<file path="config.mk">
export PLATFORM = sky130hd
export DESIGN_NAME = lsu_atomic
export DESIGN_NICKNAME = d
export VERILOG_FILES = /design/src/rtl/lsu_pkg.sv /design/src/rtl/lsu_watchdog.sv /design/src/rtl/lsu_atomic.sv
export SDC_FILE = /design/constraint.sdc
export NUM_CORES = 1
export LEC_CHECK = 0
export BUFFER_PORTS_ARGS = -buffer_cell sky130_fd_sc_hd__buf_4
export CAP_MARGIN = 25
export CORE_MARGIN = 2
export CORE_UTILIZATION = 54
export CTS_CLUSTER_DIAMETER = 30
export DETAILED_ROUTE_END_ITERATION = 12
export GPL_TIMING_DRIVEN = 0
export MAX_ROUTING_LAYER = met4
export PLACE_DENSITY = 0.85
export SKIP_CTS_REPAIR_TIMING = 1
export SLEW_MARGIN = 25
export SYNTH_ARGS = -nofsm -noshare
export SYNTH_HDL_FRONTEND = slang
export SYNTH_HIERARCHICAL = 1
export SYNTH_SLANG_ARGS = --single-unit
</file>
<file path="constraint.sdc">
create_clock -name clk -period 3.35 [get_ports clk]
set_clock_uncertainty 0.1 [all_clocks]
set_input_delay 0.335 -clock clk [delete_from_list [all_inputs] [get_ports clk]]
set_output_delay 0.335 -clock clk [all_outputs]
set_load 0.05 [all_outputs]
</file>
<file path="src/rtl/lsu_pkg.sv">
// Shared definitions for the per-thread load-store unit: FSM state codes,
// core FSM handshake constants and the decoded operation select.
package lsu_pkg;

  typedef enum logic [2:0] {
    ST_IDLE    = 3'd0,
    ST_RD_REQ  = 3'd1,
    ST_RD_WAIT = 3'd2,
    ST_WR_REQ  = 3'd3,
    ST_WR_WAIT = 3'd4,
    ST_DONE    = 3'd5
  } lsu_state_t;

  localparam logic [2:0] CORE_REQUEST = 3'b011;
  localparam logic [2:0] CORE_UPDATE  = 3'b110;

  typedef enum logic [1:0] {
    OP_NONE  = 2'd0,
    OP_LOAD  = 2'd1,
    OP_STORE = 2'd2,
    OP_ATOM  = 2'd3
  } lsu_op_t;

  // Decoded-enable priority: atomic beats store, store beats load.
  function automatic lsu_op_t op_select(input logic i_atomic, input logic i_write,
                                        input logic i_read);
    if (i_atomic)     return OP_ATOM;
    else if (i_write) return OP_STORE;
    else if (i_read)  return OP_LOAD;
    else              return OP_NONE;
  endfunction

endpackage

</file>
<file path="src/rtl/lsu_watchdog.sv">
// Loadable down-counter bounding how long one memory phase may wait.
// o_expired flags the last permitted wait cycle: if ready is still low on
// the coming edge, the phase is abandoned.
module lsu_watchdog #(
  parameter int LOAD_VALUE = 1,
  parameter int WIDTH      = 1
) (
  input  logic clk,
  input  logic reset,
  input  logic i_enable,
  input  logic i_clear,
  input  logic i_count,
  output logic o_expired
);

  logic [WIDTH-1:0] r_count;

  // Reload on clear, count down one per stalled cycle, freeze when disabled.
  always_ff @(posedge clk) begin
    if (reset) begin
      r_count <= '0;
    end else if (i_enable) begin
      if (i_clear) begin
        r_count <= WIDTH'(LOAD_VALUE);
      end else if (i_count && (r_count != '0)) begin
        r_count <= r_count - 1'b1;
      end
    end
  end

  assign o_expired = (r_count == WIDTH'(1));

endmodule

</file>
<file path="src/rtl/lsu_atomic.sv">
// Per-thread load-store unit: LDR, STR and ATOM (fetch-and-add) with an
// optional response watchdog. Every output is a register.
//
// Handshake: the LSU raises valid together with address (and write data) and
// holds all of them stable until ready is sampled high on a rising edge while
// in the matching WAIT state, or until the watchdog gives up. Ready seen in any
// other state is ignored.
module lsu_atomic
  import lsu_pkg::*;
#(
  parameter int ADDR_BITS      = 8,
  parameter int DATA_BITS      = 8,
  parameter int TIMEOUT_CYCLES = 0
) (
  input  logic                 clk,
  input  logic                 reset,
  input  logic                 enable,
  input  logic [2:0]           core_state,
  input  logic                 decoded_mem_read_enable,
  input  logic                 decoded_mem_write_enable,
  input  logic                 decoded_mem_atomic_enable,
  input  logic [DATA_BITS-1:0] rs,
  input  logic [DATA_BITS-1:0] rt,
  output logic                 mem_read_valid,
  output logic [ADDR_BITS-1:0] mem_read_address,
  input  logic                 mem_read_ready,
  input  logic [DATA_BITS-1:0] mem_read_data,
  output logic                 mem_write_valid,
  output logic [ADDR_BITS-1:0] mem_write_address,
  output logic [DATA_BITS-1:0] mem_write_data,
  input  logic                 mem_write_ready,
  output logic [2:0]           lsu_state,
  output logic [DATA_BITS-1:0] lsu_out,
  output logic                 lsu_error
);

  localparam int WD_BITS = (TIMEOUT_CYCLES < 1) ? 1 : $clog2(TIMEOUT_CYCLES + 1);

  lsu_state_t           r_state, w_state_nxt;
  lsu_op_t              r_op, w_op_nxt, w_op_sel;
  logic                 r_rd_valid, w_rd_valid_nxt;
  logic [ADDR_BITS-1:0] r_rd_addr, w_rd_addr_nxt;
  logic                 r_wr_valid, w_wr_valid_nxt;
  logic [ADDR_BITS-1:0] r_wr_addr, w_wr_addr_nxt;
  logic [DATA_BITS-1:0] r_wr_data, w_wr_data_nxt;
  logic [DATA_BITS-1:0] r_out, w_out_nxt;
  logic                 r_error, w_error_nxt;
  logic [ADDR_BITS-1:0] w_rs_addr;
  logic                 w_wd_clear, w_wd_count, w_wd_expired, w_timeout;

  // Address operand: low ADDR_BITS of rs, zero-extended when rs is narrower.
  generate
    if (ADDR_BITS <= DATA_BITS) begin : g_addr_trunc
      assign w_rs_addr = rs[ADDR_BITS-1:0];
    end else begin : g_addr_ext
      assign w_rs_addr = {{(ADDR_BITS - DATA_BITS){1'b0}}, rs};
    end
  endgenerate

  assign w_op_sel  = op_select(decoded_mem_atomic_enable, decoded_mem_write_enable,
                               decoded_mem_read_enable);
  assign w_timeout = (TIMEOUT_CYCLES != 0) && w_wd_expired;

  lsu_watchdog #(
    .LOAD_VALUE(TIMEOUT_CYCLES),
    .WIDTH     (WD_BITS)
  ) u_watchdog (
    .clk      (clk),
    .reset    (reset),
    .i_enable (enable),
    .i_clear  (w_wd_clear),
    .i_count  (w_wd_count),
    .o_expired(w_wd_expired)
  );

  // Next-state and next-output logic; everything defaults to holding.
  always_comb begin
    w_state_nxt    = r_state;
    w_op_nxt       = r_op;
    w_rd_valid_nxt = r_rd_valid;
    w_rd_addr_nxt  = r_rd_addr;
    w_wr_valid_nxt = r_wr_valid;
    w_wr_addr_nxt  = r_wr_addr;
    w_wr_data_nxt  = r_wr_data;
    w_out_nxt      = r_out;
    w_error_nxt    = r_error;
    w_wd_clear     = 1'b0;
    w_wd_count     = 1'b0;
    case (r_state)
      ST_IDLE: begin
        if ((core_state == CORE_REQUEST) && (w_op_sel != OP_NONE)) begin
          w_op_nxt    = w_op_sel;
          w_error_nxt = 1'b0;
          w_state_nxt = (w_op_sel == OP_STORE) ? ST_WR_REQ : ST_RD_REQ;
        end
      end
      ST_RD_REQ: begin
        w_rd_valid_nxt = 1'b1;
        w_rd_addr_nxt  = w_rs_addr;
        w_wd_clear     = 1'b1;
        w_state_nxt    = ST_RD_WAIT;
      end
      ST_RD_WAIT: begin
        if (mem_read_ready) begin
          w_rd_valid_nxt = 1'b0;
          w_out_nxt      = mem_read_data;
          if (r_op == OP_ATOM) begin
            // The write targets the address already used for the read.
            w_wr_addr_nxt = r_rd_addr;
            w_wr_data_nxt = mem_read_data + rt;
            w_state_nxt   = ST_WR_REQ;
          end else begin
            w_state_nxt = ST_DONE;
          end
        end else if (w_timeout) begin
          w_rd_valid_nxt = 1'b0;
          w_error_nxt    = 1'b1;
          w_state_nxt    = ST_DONE;
        end else begin
          w_wd_count = 1'b1;
        end
      end
      ST_WR_REQ: begin
        w_wr_valid_nxt = 1'b1;
        if (r_op != OP_ATOM) begin
          w_wr_addr_nxt = w_rs_addr;
          w_wr_data_nxt = rt;
        end
        w_wd_clear  = 1'b1;
        w_state_nxt = ST_WR_WAIT;
      end
      ST_WR_WAIT: begin
        if (mem_write_ready) begin
          w_wr_valid_nxt = 1'b0;
          w_state_nxt    = ST_DONE;
        end else if (w_timeout) begin
          w_wr_valid_nxt = 1'b0;
          w_error_nxt    = 1'b1;
          w_state_nxt    = ST_DONE;
        end else begin
          w_wd_count = 1'b1;
        end
      end
      ST_DONE: begin
        if (core_state == CORE_UPDATE) w_state_nxt = ST_IDLE;
      end
      default: begin
        w_state_nxt = ST_IDLE;
      end
    endcase
  end

  // State and output registers; reset wins over enable, enable low freezes all.
  always_ff @(posedge clk) begin
    if (reset) begin
      r_state    <= ST_IDLE;
      r_op       <= OP_NONE;
      r_rd_valid <= 1'b0;
      r_rd_addr  <= '0;
      r_wr_valid <= 1'b0;
      r_wr_addr  <= '0;
      r_wr_data  <= '0;
      r_out      <= '0;
      r_error    <= 1'b0;
    end else if (enable) begin
      r_state    <= w_state_nxt;
      r_op       <= w_op_nxt;
      r_rd_valid <= w_rd_valid_nxt;
      r_rd_addr  <= w_rd_addr_nxt;
      r_wr_valid <= w_wr_valid_nxt;
      r_wr_addr  <= w_wr_addr_nxt;
      r_wr_data  <= w_wr_data_nxt;
      r_out      <= w_out_nxt;
      r_error    <= w_error_nxt;
    end
  end

  assign mem_read_valid    = r_rd_valid;
  assign mem_read_address  = r_rd_addr;
  assign mem_write_valid   = r_wr_valid;
  assign mem_write_address = r_wr_addr;
  assign mem_write_data    = r_wr_data;
  assign lsu_state         = r_state;
  assign lsu_out           = r_out;
  assign lsu_error         = r_error;

endmodule
</file>
==> results of run 1 <==
-- final cells by class --
cell class / count / share of cell area [%]
Multi-Input combinational cell: 201 / 44.03
Inverter: 3 / 0.4027
Tap cell: 48 / 2.148
Sequential cell: 39 / 27.92
Buffer: 16 / 3.311
Timing Repair Buffer: 71 / 19.06
Clock inverter: 1 / 0.1790
Clock buffer: 6 / 2.953
-- synthesized netlist by cell type, types with 2 or more instances --
master / count / area share, %
nand2_1: 57 / 10
dfxtp_1: 39 / 37
nor2_1: 23 / 4.1
a21oi_1: 19 / 4.5
a311oi_1: 13 / 5.4
o21ai_0: 10 / 2.4
ha_1: 7 / 4.1
nor2b_1: 7 / 2.1
nor3_1: 7 / 1.7
a211oi_1: 5 / 1.8
buf_2: 5 / 1.2
mux2i_1: 5 / 2.4
clkbuf_1: 4 / 0.71
o21a_1: 4 / 1.4
a21o_1: 3 / 1.1
buf_4: 3 / 1.1
inv_1: 3 / 0.53
nand2b_1: 3 / 0.89
nand3b_1: 3 / 1.1
nor4b_1: 3 / 1.2
and2_1: 2 / 0.59
buf_1: 2 / 0.35
buf_6: 2 / 1.1
nand4b_1: 2 / 0.83
nor3b_1: 2 / 0.71
o211ai_1: 2 / 0.71
o221ai_1: 2 / 0.83
-- worst max path at each step --
stage                                   start                           endpoint  cells after the start
global placement                        rt[0]     mem_write_data[6]$_SDFFE_PP0P_                      8
finish                                  rt[0]     mem_write_data[6]$_SDFFE_PP0P_                      8
CTS                                     rt[0]     mem_write_data[6]$_SDFFE_PP0P_                      8
global route        lsu_state[0]$_SDFFE_PP0P_  mem_write_address[3]$_SDFFE_PP0P_                      5
detailed placement                      rt[0]     mem_write_data[6]$_SDFFE_PP0P_                      8
floorplan           lsu_state[1]$_SDFFE_PP0P_     mem_write_data[5]$_SDFFE_PP0P_                      5
-- placed cells by master (no fill, tap or decap), types with 4 or more instances in the layout --
cell type / synthesis / layout
clkbuf_8: 0 / 6
a311oi_1: 13 / 13
mux2i_1: 5 / 5
ha_1: 7 / 7
buf_4: 3 / 74
dfxtp_1: 39 / 39
buf_2: 5 / 5
a21oi_1: 19 / 19
nor3_1: 7 / 7
nor2_1: 23 / 23
o21a_1: 4 / 4
nor2b_1: 7 / 7
a211oi_1: 5 / 5
clkbuf_1: 4 / 4
nand2_1: 57 / 57
o21ai_0: 10 / 10
-- kinds of logic (layout without fill, tap and decap cells) --
| kind of cell | after synthesis | in the layout |
|---|---|---|
| and+or+nand+nor | 120 | 120 |
| xor gates and xnor gates | 1 | 1 |
| other | 1 | 1 |
| AOI/OAI and AO/OA | 66 | 66 |
| muxes | 5 | 5 |
| DFF | 39 | 39 |
| adders and majority gates | 8 | 8 |
| buffers and inverters | 19 | 97 |
-- metal layers --
metal	vias up	share of wire, %	track usage [%]
met5	-	0	-
li1	1082	-	-
met1	1009	45	34.63
met4	0	0.91	8.673
met2	98	46	41.13
met3	6	8.1	5.912
-- sequential cells by signal (all words and copies together) (netlist names) --
signal	count
lsu_out	8
mem_read_address	8
mem_write_address	8
mem_write_data	8
lsu_state	3
r_op	2
mem_read_valid	1
mem_write_valid	1
-- worst max-delay path, cell delays in order --
cell and delay, ps:
buf_4 80, ha_1 190, inv_1 70, fa_1 370
nor2b_1 220, o31ai_1 150, mux2i_1 140, a311oi_1 260
-- power by group through the flow --
stage	registers [mW]	logic [mW]	clock network, mW
floorplan	0.523	0.111	0
global placement	0.495	0.215	0
detailed placement	0.495	0.219	0
CTS	0.484	0.220	0.323
global route	0.486	0.240	0.336
finish	0.485	0.222	0.318
==> results by group, run 1 <==
Layout
  – Sequential cell area: 780.7 µm²
  – Final core utilization: 75.25%
  – Fillers: 290
  – Non-Filler Instances: 385
  – Net count, final: 380
  – Fin area: 2796 µm²
  – Area grow syn2layout: 32.17%
  – Antenna Cells: 0
  – Multi-input logic area: 1231 µm²
  – Share of cells above drive strength 1: 28.49%

Placement
  – Placer Congestion: 0.8989
  – DP Area: 2709 µm²
  – Port buffer count: 71
  – Detailed Place HPWL: 4143 µm
  – Post-placement cell count: 378
  – Place WS: 1368 ps

Clock tree
  – Htree depth: 2
  – Inserted Clock Buffers: 5
  – Root Driver: clkbuf_8
  – CTS clk-pin slew, worst paths: 70 ps
  – Skew-Pair Late Insertion Delay: 290 ps
  – CTS max path bufs: 2
  – CTS tree: built
  – Clock Sinks: 39

STA
  – Fmax: 578.3 MHz
  – Final max-slew violation count: 0
  – Setup ws final: 1621 ps
  – Slew @ Worst Pin: 677.0 ps
  – Setup TNS: 0 ps
  – Min Hold Slack: 203.3 ps
  – Fin crit period: 1729 ps
  – Final setup violation count: 0
  – Final Cycle Share: 51.62%
  – Final Hold Vio Count: 0
  – Relative slew slack: 54.87%
  – Unrepaired setup endpoints after global routing: no

Worst setup path
  – CP Capture Type: flip-flop
  – FF-to-FF path depth: 5
  – R2R Path End: mem_read_valid$_SDFFE_PP0P_
  – R2R Path Start: lsu_state[2]$_SDFFE_PP0P_
  – Worst reg2reg setup slack: 1640 ps
  – Crit Path Class: in -> reg
  – Startpoint types: input port
  – Crit path DAT: 1830 ps
  – WP data required: 3450 ps
  – Crit path max fanout: 3

Route
  – Vias/cell: 5.701
  – Wirelength per Cell: 14.62 µm
  – Drc violations: 0
  – Via count: 2195
  – Initial DRC Count: 141
  – ANT nets after route: 0
  – First-pass iteration count of the detailed router: 4
  – Final wirelength: 5630 µm

Power and ir drop
  – Register share of total power: 47.3%
  – Switching pwr: 295.7 µW
  – Comb pwr share: 21.6%
  – VDD IR max: 0.0001775 V
  – Overall power: 1.024 mW
  – Net Sw Frac: 28.86%
  – Leak: 1.138 nW
  – Cell Int Power: 728.8 µW
  – Clock power share: 31.1%
  – Pwr Density: 366.3 nW/µm²

Die
  – Placeable core area: 3716 µm²
  – Starting Density: 56.94%
  – Die height: 66.60 µm
  – Die X: 66.60 µm
  – Std-Cell Rows: 22
  – DIE AREA: 4435 µm²
  – IO Pins: 73

Synthesis
  – Xor and xnor fraction of the mapped netlist area: 0.4140%
  – Synth Instances: 259
  – Post-Synth Adder-Cell Area: 5.086%
  – Register area share after synthesis: 36.90%
  – Main flop type after synthesis: dfxtp_1
  – Yosys warns: 6
  – Mux cell area share after synthesis: 2.365%
  – Largest family of logic cells by synthesized area: simple AND/OR/NAND/NOR gates
  – Simple-gate share of the synthesized area: 28.27%
  – Mean Syn Cell Area: 8.169 µm²
  – Mapped Area: 2116 µm²
  – Register bit total from synthesis: 39
  – Post-synthesis cell type count: 49
  – Synth Net Count: 302
  – Compound-cell area share of the yosys netlist: 21.88%
  – Post-synth EDFFs: 0
  – Post-synthesis async set-or-reset flop share: 0%

Global route
  – Largest net degree at the start of global routing: 12
  – GRT Resource Usage Total: 26.59%
  – Initial antenna violation count: 0
  – GRT Residual Overflow: 0
  – First-pass GRT wire length: 8707 µm
  – Vias in the first global route: 1930

Worst hold path
  – HP Start: rs[2]
  – WHS Endpoint: mem_read_address[2]$_SDFFE_PP0P_
  – WHS Path Cells: 3
  – Hold Path Class: in -> reg

Flow run
  – Maxcap violations: 0

Outcome
  – Status: finished, final reports clean
Note: power is estimated with default switching activity, not from simulation.
==> inputs of run 2 (changes only) <==
- CORE_UTILIZATION: 54 -> 50
- PLACE_DENSITY: 0.85 -> 0.8
- clock period: 3.35 -> 1.8 ns (I/O delays scaled with it)
==> results by group, run 2 (synthesis gave the netlist of run 1 again) <==
STA
  – Final Hold Vio Count: 0 (unchanged)
  – Final max-slew violation count: 0 (unchanged)
  – Final setup violation count: 0 (unchanged)
  – Fin crit period: 1682 ps
  – Unrepaired setup endpoints after global routing: no
  – Min Hold Slack: 29.64 ps (-173.7 ps)
  – Fmax: 594.5 MHz
  – Setup TNS: 0 ps (unchanged)
  – Setup ws final: 117.8 ps (-1503 ps)
  – Final Cycle Share: 93.46%
  – Relative slew slack: 56.11% (+1.2 points)
  – Slew @ Worst Pin: 654.7 ps (-22.27 ps)

Layout
  – Commonest non-fill, non-tap cell in the layout: buf_4
  – Antenna Cells: 0 (unchanged)
  – Net count, final: 380 (unchanged)
  – Sequential cell area: 784.5 µm² (+0.48%)
  – Area grow syn2layout: 32.35%
  – Fin area: 2800 µm² (+0.13%)
  – Final core utilization: 69.50% (-5.7 points)
  – Most frequent cells in the layout: 74 x buf_4, 57 x nand2_1, 36 x dfxtp_1
  – Multi-input logic area: 1231 µm² (unchanged)
  – Share of cells above drive strength 1: 29.29% (+0.80 points)
  – Fillers: 373 (+29%)

Worst setup path
  – Setup crit end: mem_write_address[1]$_SDFFE_PP0P_
  – Crit path max fanout: 10 (+7)
  – R2R Path Start: lsu_state[0]$_SDFFE_PP0P_
  – CP Capture Type: flip-flop
  – FF-to-FF path depth: 5 (unchanged)
  – Crit Path Class: reg -> reg
  – Worst reg2reg setup slack: 120 ps (-1520 ps)
  – Crit path DAT: 1770 ps (-60 ps)
  – Worst Setup SP: lsu_state[0]$_SDFFE_PP0P_
  – WP data required: 1890 ps (-1560 ps)
  – Startpoint types: flip-flop
  – R2R Path End: mem_write_address[1]$_SDFFE_PP0P_

Outcome
  – Status: finished, final reports clean

Flow run
  – Maxcap violations: 0 (unchanged)

Route
  – Wirelength per Cell: 15.28 µm (+4.5%)
  – Vias/cell: 5.729 (+0.49%)
  – First-pass iteration count of the detailed router: 4 (unchanged)
  – ANT nets after route: 0 (unchanged)
  – Final wirelength: 5929 µm (+5.3%)
  – Drc violations: 0 (unchanged)
  – Via count: 2223 (+1.3%)
  – Initial DRC Count: 150 (+6.4%)

Global route
  – Largest net degree at the start of global routing: 13 (+1)
  – GRT Residual Overflow: 0 (unchanged)
  – GRT Resource Usage Total: 26.19% (-0.40 points)
  – Vias in the first global route: 2090 (+8.3%)
  – Initial antenna violation count: 0 (unchanged)
  – First-pass GRT wire length: 9846 µm (+13%)

Die
  – Die X: 69.05 µm (+3.7%)
  – Die height: 69.05 µm (+3.7%)
  – Placeable core area: 4029 µm² (+8.4%)
  – Starting Density: 52.52% (-4.4 points)
  – DIE AREA: 4768 µm² (+7.5%)
  – Std-Cell Rows: 23 (+4.5%)
  – IO Pins: 73 (unchanged)

Clock tree
  – Inserted Clock Buffers: 5 (unchanged)
  – CTS tree: built
  – CTS clk-pin slew, worst paths: 80 ps (about the same)
  – Root Driver: clkbuf_8
  – Skew-Pair Late Insertion Delay: 300 ps (about the same)
  – Clock Sinks: 39 (unchanged)
  – CTS max path bufs: 2 (unchanged)
  – Htree depth: 2 (unchanged)

Power and ir drop
  – VDD IR max: 0.0004025 V (+130%)
  – Leak: 1.133 nW (-0.39%)
  – Pwr Density: 682.8 nW/µm² (+86%)

Placement
  – Detailed Place HPWL: 4383 µm (+5.8%)
  – Port buffer count: 71 (unchanged)
  – DP Area: 2714 µm² (+0.18%)
  – Place WS: -38.64 ps (-1407 ps)
  – Placer Congestion: 0.8585 (-4.5%)

Worst hold path
  – Hold Path Class: in -> reg
run 2: how the worst min path moves through the flow:
stage | start | to | slack [ps] | depth (start not counted)
floorplan | enable | lsu_state[2]$_SDFFE_PP0P_ | 190 | 1
global placement | enable | lsu_state[2]$_SDFFE_PP0P_ | 340 | 2
detailed placement | enable | lsu_state[2]$_SDFFE_PP0P_ | 340 | 2
CTS | enable | lsu_state[2]$_SDFFE_PP0P_ | 20 | 2
global route | enable | lsu_state[2]$_SDFFE_PP0P_ | 30 | 2
finish | mem_read_data[5] | lsu_out[5]$_SDFFE_PP0P_ | 30 | 3
run 2: worst max-delay path: stages (launching register included):
cell and delay (ps):
dfxtp_2 380, nand4bb_1 260, o22ai_2 300, buf_6 200
nor2_1 50, a311oi_1 290
run 2: power by group:
part	internal, mW	switching (mW)
logic	0.175	0.239
registers	0.882	0.0209
clock network	0.271	0.324
total	1.33	0.584
run 2: metrics by stage:
stage                     power, mW  std cells
after detailed placement      1.331        380
after global routing          1.996        388
after CTS                     1.915        388
after floorplan               1.181        259
after global placement        1.323        380
final                         1.912        388
run 2: area by class of cell:
cell class,count,share of cell area [%]
clock inverters,2,0.4468
inverters,3,0.4021
clock buffers,6,2.592
repair buffers,71,19.03
plain buffers,16,3.307
well taps,50,2.234
flip-flops and latches,39,28.02
multi-input cells,201,43.97
run 2: per-layer routing:
layer | part of all wire, % | vias up | track usage, %
met2 | 48 | 94 | 42.09
met4 | 1.5 | 0 | 9.586
li1 | - | 1086 | -
met5 | 0 | - | -
met3 | 8.0 | 8 | 5.994
met1 | 43 | 1035 | 32.18
